`config.mk`:
```
export PLATFORM = sky130hd
export DESIGN_NAME = systolic_feed_scheduler
export DESIGN_NICKNAME = d
export VERILOG_FILES = /design/src/rtl/sfs_pkg.sv /design/src/rtl/sfs_row_window.sv /design/src/rtl/systolic_feed_scheduler.sv
export SDC_FILE = /design/constraint.sdc
export NUM_CORES = 1
export LEC_CHECK = 0
export CORE_UTILIZATION = 38
export CTS_CLUSTER_SIZE = 24
export DETAILED_ROUTE_END_ITERATION = 8
export HOLD_SLACK_MARGIN = 0.03
export PLACE_DENSITY = 0.82
export SLEW_MARGIN = 20
export SYNTH_ARGS = -nofsm -noshare
export SYNTH_HDL_FRONTEND = slang
export SYNTH_SLANG_ARGS = --single-unit
```
`constraint.sdc`:
```
create_clock -name CLK -period 2.7 [get_ports CLK]
set_input_delay 0.54 -clock CLK [delete_from_list [all_inputs] [get_ports CLK]]
set_output_delay 0.54 -clock CLK [all_outputs]
set_load 0.05 [all_outputs]
```
`src/rtl/sfs_pkg.sv`:
```
// Shared types and helpers for the systolic feed scheduler.
//   sfs_state_e : scheduler FSM encoding (IDLE, LOAD, DRAIN, DONE)
//   sfs_cnt_w() : counter width derived from ROWS and KLEN
package sfs_pkg;

  typedef enum logic [1:0] {
    S_IDLE  = 2'd0,
    S_LOAD  = 2'd1,
    S_DRAIN = 2'd2,
    S_DONE  = 2'd3
  } sfs_state_e;

  // Enough bits to hold KLEN+ROWS-1, plus one guard bit (32/32 gives 7).
  function automatic int sfs_cnt_w(input int rows, input int klen);
    return $clog2(klen + rows) + 1;
  endfunction

endpackage

```
`src/rtl/sfs_row_window.sv`:
```
// Pop window for a single row FIFO.
// Row r is popped on drain steps r .. r+KLEN-1, which staggers the rows
// into a diagonal wavefront at the PE array edge.
// Ports:
//   d_i    : current drain step count
//   row_i  : row index of this window
//   step_i : drain advances this cycle (not stalled)
//   pop_o  : pop enable for this row
module sfs_row_window
  import sfs_pkg::*;
#(
  parameter int CNT_W     = 7,
  parameter int ROWS_LOG2 = 5,
  parameter int KLEN      = 32
) (
  input  logic [CNT_W-1:0]     d_i,
  input  logic [ROWS_LOG2-1:0] row_i,
  input  logic                 step_i,
  output logic                 pop_o
);

  logic [CNT_W-1:0] lo;
  logic [CNT_W-1:0] hi;

  // Zero-extend the row index so both bounds compare unsigned at CNT_W bits.
  assign lo    = CNT_W'(row_i);
  assign hi    = lo + CNT_W'(KLEN);
  assign pop_o = step_i & (d_i >= lo) & (d_i < hi);

endmodule

```
`src/rtl/systolic_feed_scheduler.sv`:
```
// Control sequencer for the per-row operand FIFOs feeding the systolic array.
// LOAD pushes one column beat into every row FIFO per accepted host beat;
// DRAIN pops the rows with an i-cycle diagonal skew. Data buses are external.
// Ports:
//   CLK, RSTn            : clock, asynchronous active-low reset
//   START                : tile start pulse, honoured only in IDLE
//   LD_VALID / LD_READY  : host beat handshake (push on both high)
//   PE_STALL             : array back-pressure, freezes the drain
//   FIFO_FULL/FIFO_EMPTY : per-row FIFO status
//   PUSH_EN / POP_EN     : per-row FIFO enables (POP_EN doubles as row valid)
//   BUSY, DONE           : not idle / one-cycle tile-complete pulse
//   UNDERFLOW            : sticky, a pop hit an empty FIFO
module systolic_feed_scheduler
  import sfs_pkg::*;
#(
  parameter int ROWS      = 32,
  parameter int ROWS_LOG2 = 5,
  parameter int KLEN      = 32,
  parameter int CNT_W     = sfs_cnt_w(ROWS, KLEN)
) (
  input  logic            CLK,
  input  logic            RSTn,
  input  logic            START,
  input  logic            LD_VALID,
  output logic            LD_READY,
  input  logic            PE_STALL,
  input  logic [ROWS-1:0] FIFO_FULL,
  input  logic [ROWS-1:0] FIFO_EMPTY,
  output logic [ROWS-1:0] PUSH_EN,
  output logic [ROWS-1:0] POP_EN,
  output logic            BUSY,
  output logic            DONE,
  output logic            UNDERFLOW
);

  localparam logic [CNT_W-1:0] ONE     = CNT_W'(1);
  localparam logic [CNT_W-1:0] KLEN_M1 = CNT_W'(KLEN - 1);
  localparam logic [CNT_W-1:0] D_LAST  = CNT_W'(KLEN + ROWS - 2);

  sfs_state_e       state_q, state_d;
  logic [CNT_W-1:0] load_cnt_q, load_cnt_d;
  logic [CNT_W-1:0] drain_cnt_q, drain_cnt_d;
  logic             underflow_q, underflow_d;
  logic             step;

  // Enables are decoded from the state register so an asynchronous reset
  // drops them in the same cycle.
  assign LD_READY  = (state_q == S_LOAD) & ~|FIFO_FULL;
  assign PUSH_EN   = {ROWS{LD_VALID & LD_READY}};
  assign step      = (state_q == S_DRAIN) & ~PE_STALL;
  assign BUSY      = (state_q != S_IDLE);
  assign DONE      = (state_q == S_DONE);
  assign UNDERFLOW = underflow_q;

  for (genvar r = 0; r < ROWS; r++) begin : g_row
    sfs_row_window #(
      .CNT_W     (CNT_W),
      .ROWS_LOG2 (ROWS_LOG2),
      .KLEN      (KLEN)
    ) u_win (
      .d_i    (drain_cnt_q),
      .row_i  (ROWS_LOG2'(r)),
      .step_i (step),
      .pop_o  (POP_EN[r])
    );
  end

  always_ff @(posedge CLK or negedge RSTn) begin
    if (!RSTn) begin
      state_q     <= S_IDLE;
      load_cnt_q  <= '0;
      drain_cnt_q <= '0;
      underflow_q <= 1'b0;
    end else begin
      state_q     <= state_d;
      load_cnt_q  <= load_cnt_d;
      drain_cnt_q <= drain_cnt_d;
      underflow_q <= underflow_d;
    end
  end

  always_comb begin
    state_d     = state_q;
    load_cnt_d  = load_cnt_q;
    drain_cnt_d = drain_cnt_q;
    // The offending pop is still issued; only the flag records it.
    underflow_d = underflow_q | |(POP_EN & FIFO_EMPTY);
    case (state_q)
      S_IDLE: begin
        if (START) begin
          state_d     = S_LOAD;
          load_cnt_d  = '0;
          drain_cnt_d = '0;
          underflow_d = 1'b0;
        end
      end
      S_LOAD: begin
        if (LD_VALID && LD_READY) begin
          load_cnt_d = load_cnt_q + ONE;
          if (load_cnt_q == KLEN_M1) state_d = S_DRAIN;
        end
      end
      S_DRAIN: begin
        if (step) begin
          drain_cnt_d = drain_cnt_q + ONE;
          if (drain_cnt_q == D_LAST) state_d = S_DONE;
        end
      end
      S_DONE:  state_d = S_IDLE;
      default: state_d = S_IDLE;
    endcase
  end

endmodule

```
==> flow_metrics.py <==
metrics = {
    "outcome": {
        "status": "complete, but fails checks",
        "violations": "negative setup slack",
    },
    "synthesis": {
        "synthArstFlopShare": 1.000,
        "syn_inst": 378,
        "ys_types": 66,
        "yosysTopAreaCellShare": 0.1710,
        "synth-edff-count": 0,
        "synthesis.area_um2": 2766,
        "ys_warn_count": 0,
        "syn_avg_cell_area_um2": 7.319,
        "ys_seq_elements": 17,
        "synth-seq-area-share": 0.1538,
        "synth_nets": 454,
        "ys_top_cells_by_area": "buf_4, dfrtp_1, nor2_1",
        "ys.flop_type": "dfrtp_1",
        "synth_area_leader_cell": "buf_4",
    },
    "clock_tree": {
        "clockBufferDepth": 2,
        "root_buffer": "clkbuf_8",
        "cts-htree-levels": 1,
        "cts_hold_buf": 0,
        "clk_pin_slew_ps": 70,
        "clock_sinks": 17,
        "insertion_delay_ps": 250,
        "cts_buffers": 3,
        "cts_tree": "done",
    },
    "detailed_routing": {
        "vias": 3436,
        "drt_iter0_markers": 456,
        "antenna_left": 0,
        "wl_per_cell_um": 17.73,
        "drc_errors": 0,
        "avgViaCountPerCell": 5.746,
        "wl_um": 10610,
        "firstDrtPassIters": 5,
    },
    "placed_design": {
        "place.gp.congestion": 0.9418,
        "place_inst": 575,
        "portBuffers": 136,
        "dp_hpwl_um": 7504,
    },
    "grt": {
        "grt.busiest_layer": "met2",
        "gr-total-overflow": 0,
        "globalRouteMet2Util": 0.5007,
        "grt_antenna_before_repair": 0,
        "grtUsageTotal": 0.2725,
        "use_met1": 0.3065,
        "grtUsageMet3": 0.03507,
        "grt_max_degree": 21,
        "first_global_vias": 3399,
        "grt_pass1_wl_um": 16550,
    },
    "finish": {
        "areaGrowthSynthToFinish_pct": 87.83,
        "finalCoreUtilization": 0.7524,
        "antenna_cells": 0,
        "nets": 579,
        "drive_above_1_share": 0.3665,
        "final_cells": 598,
    },
    "timing": {
        "hold_violations": 0,
        "fin_ws_ps": -96.98,
        "rsz0062_at_grt": "yes",
        "timing.fmax_mhz": 357.5,
        "skew_ps": 1.302,
        "slew_headroom": 0.4774,
        "final_max_slew_viol_count": 0,
        "period_share": 1.036,
        "setup_viol": 25,
        "tightest_slew_ps": 781.4,
        "min_period_ps": 2797,
    },
    "die": {
        "dieArea_um2": 7625,
        "num_rows": 30,
        "io-pin-count": 137,
        "core_um2": 6907,
        "die_h_um": 87.32,
        "die_w_um": 87.32,
        "initial_core_util": 0.4005,
    },
    "power": {
        "combinationalPowerShare": 0.214,
        "p_per_area_nw_per_um2": 109.7,
        "swShare": 0.2256,
        "p_int_mw": 0.4415,
        "pwr-share-seq": 0.447,
        "power_frac_clock": 0.340,
        "power.switching_mw": 0.1286,
        "leakage_nw": 2.205,
        "peakVddDrop_mv": 0.1776,
    },
    "worst_setup_path": {
        "path_max_fanout": 7,
        "crit_type": "input port to primary output",
        "cp-end-kind": "primary output",
        "reg2reg_depth": 10,
        "critPathRequiredTime_ps": 2160,
        "critPathArrivalTime_ps": 2260,
        "critPathLaunchType": "input port",
    },
    "worst_hold_path": {
        "hold_path.class": "flip-flop to flip-flop",
        "hold_depth": 2,
    },
    "job": {
        "drv_cap": 0,
    },
}
[worst paths after layout]
path	to	from	slack, ps
worst max-delay path	PUSH_EN[16]	FIFO_FULL[12]	-100
worst min-delay path	load_cnt_q[4]	load_cnt_q[4]	590
worst max register to register	UNDERFLOW	drain_cnt_q[1]	120
worst min register to register	load_cnt_q[4]	load_cnt_q[4]	590
max in group asynchronous	drain_cnt_q[2]	RSTn	1420
min in group asynchronous	drain_cnt_q[1]	RSTn	740
[sequential cells by signal, indices dropped and copies added, names as in the netlist]
signal and cells:
UNDERFLOW 1, drain_cnt_q 7, state_q 2, load_cnt_q 7
[power by group through the flow]
stage	sequential, mW	clock (mW)	combinational, mW
final	0.255	0.194	0.122
after global routing	0.254	0.199	0.131
after CTS	0.255	0.190	0.118
after detailed placement	0.259	0	0.126
after global placement	0.259	0	0.123
after floorplan	0.260	0	0.0116
[metrics by stage]
stage | setup TNS, ps | hold WS, ps | cell area (µm²) | setup WS, ps | power (mW)
after global routing | -7122 | 623.4 | 5196 | -249.7 | 0.5849
after CTS | -2314 | 584.5 | 4994 | -119.1 | 0.5623
after detailed placement | -15720 | 565.3 | 4747 | -427.9 | 0.3851
after floorplan | -15500 | 244.4 | 2770 | -493.2 | 0.2711
after global placement | -13310 | 522.5 | 4747 | -385.6 | 0.3824
final | -2041 | 585.2 | 5196 | -96.98 | 0.5701
[repair_timing]
item,4_1_cts,5_1_grt
resized for setup,48,38
pin swaps,13,9
setup endpoints to repair,59,51
cloned,3,0
setup buffers,8,9
[per-layer routing]
metal  part of all wire  up-vias
li1                   -     1555
met1               0.35     1625
met2               0.53      215
met3              0.073       41
met4              0.044        0
met5                  0        -
[cell type report]
class	instances	area, µm²
Clock inverter	1	5.005
Multi-Input combinational cell	262	1873
Inverter	10	41.29
Tap cell	96	120.1
Fill cell	465	1710
Clock buffer	3	41.29
Sequential cell	17	427.9
Timing Repair Buffer	209	2688
[synthesized netlist by cell type, types with 9 or more instances]
cell type and count:
dfrtp_1 17, nor3_1 9, buf_4 63, nor4_1 9
o21ai_0 18, a21oi_1 17, nor2_1 35, inv_1 9
buf_2 10, clkbuf_1 11, nand2_1 34, nand4_1 11
xnor2_1 11, nand3_1 10
[cells in the final DEF, fill, tap and decap left out, drive strengths merged, types with 5 or more instances in the layout]
| master | n |
|---|---|
| buf | 138 |
| clkdlybuf4s50 | 42 |
| nor2 | 35 |
| nand2 | 35 |
| o21ai | 18 |
| a21oi | 17 |
| dfrtp | 17 |
| nor4 | 13 |
| dlygate4sd2 | 12 |
| nand4 | 12 |
| xnor2 | 11 |
| clkdlybuf4s15 | 11 |
| nand3 | 10 |
| inv | 9 |
| nor3 | 9 |
| and3 | 7 |
| ha | 7 |
| nand3b | 6 |
| xor2 | 6 |
| clkbuf | 5 |
[critical path: stages]
cell,delay [ps]
dlygate4sd2_1,240
nor4_2,260
nand2_1,160
nor4b_4,330
nand2_2,120
clkinvlp_4,180
buf_12,140
buf_16,140
buf_12,140
[kinds of logic (layout without fill, tap and decap cells)]
kind of cell | count (synthesis) | in the layout | synth area share
fa+ha+maj | 7 | 7 | 0.03166
xor+xnor | 17 | 17 | 0.05382
simple gates | 151 | 151 | 0.3062
compound gates | 84 | 84 | 0.2144
buf+inv | 99 | 223 | 0.2270
mux | 3 | 3 | 0.01311
flops | 17 | 17 | 0.1538
No activity file was read; power rests on OpenSTA's default activity.
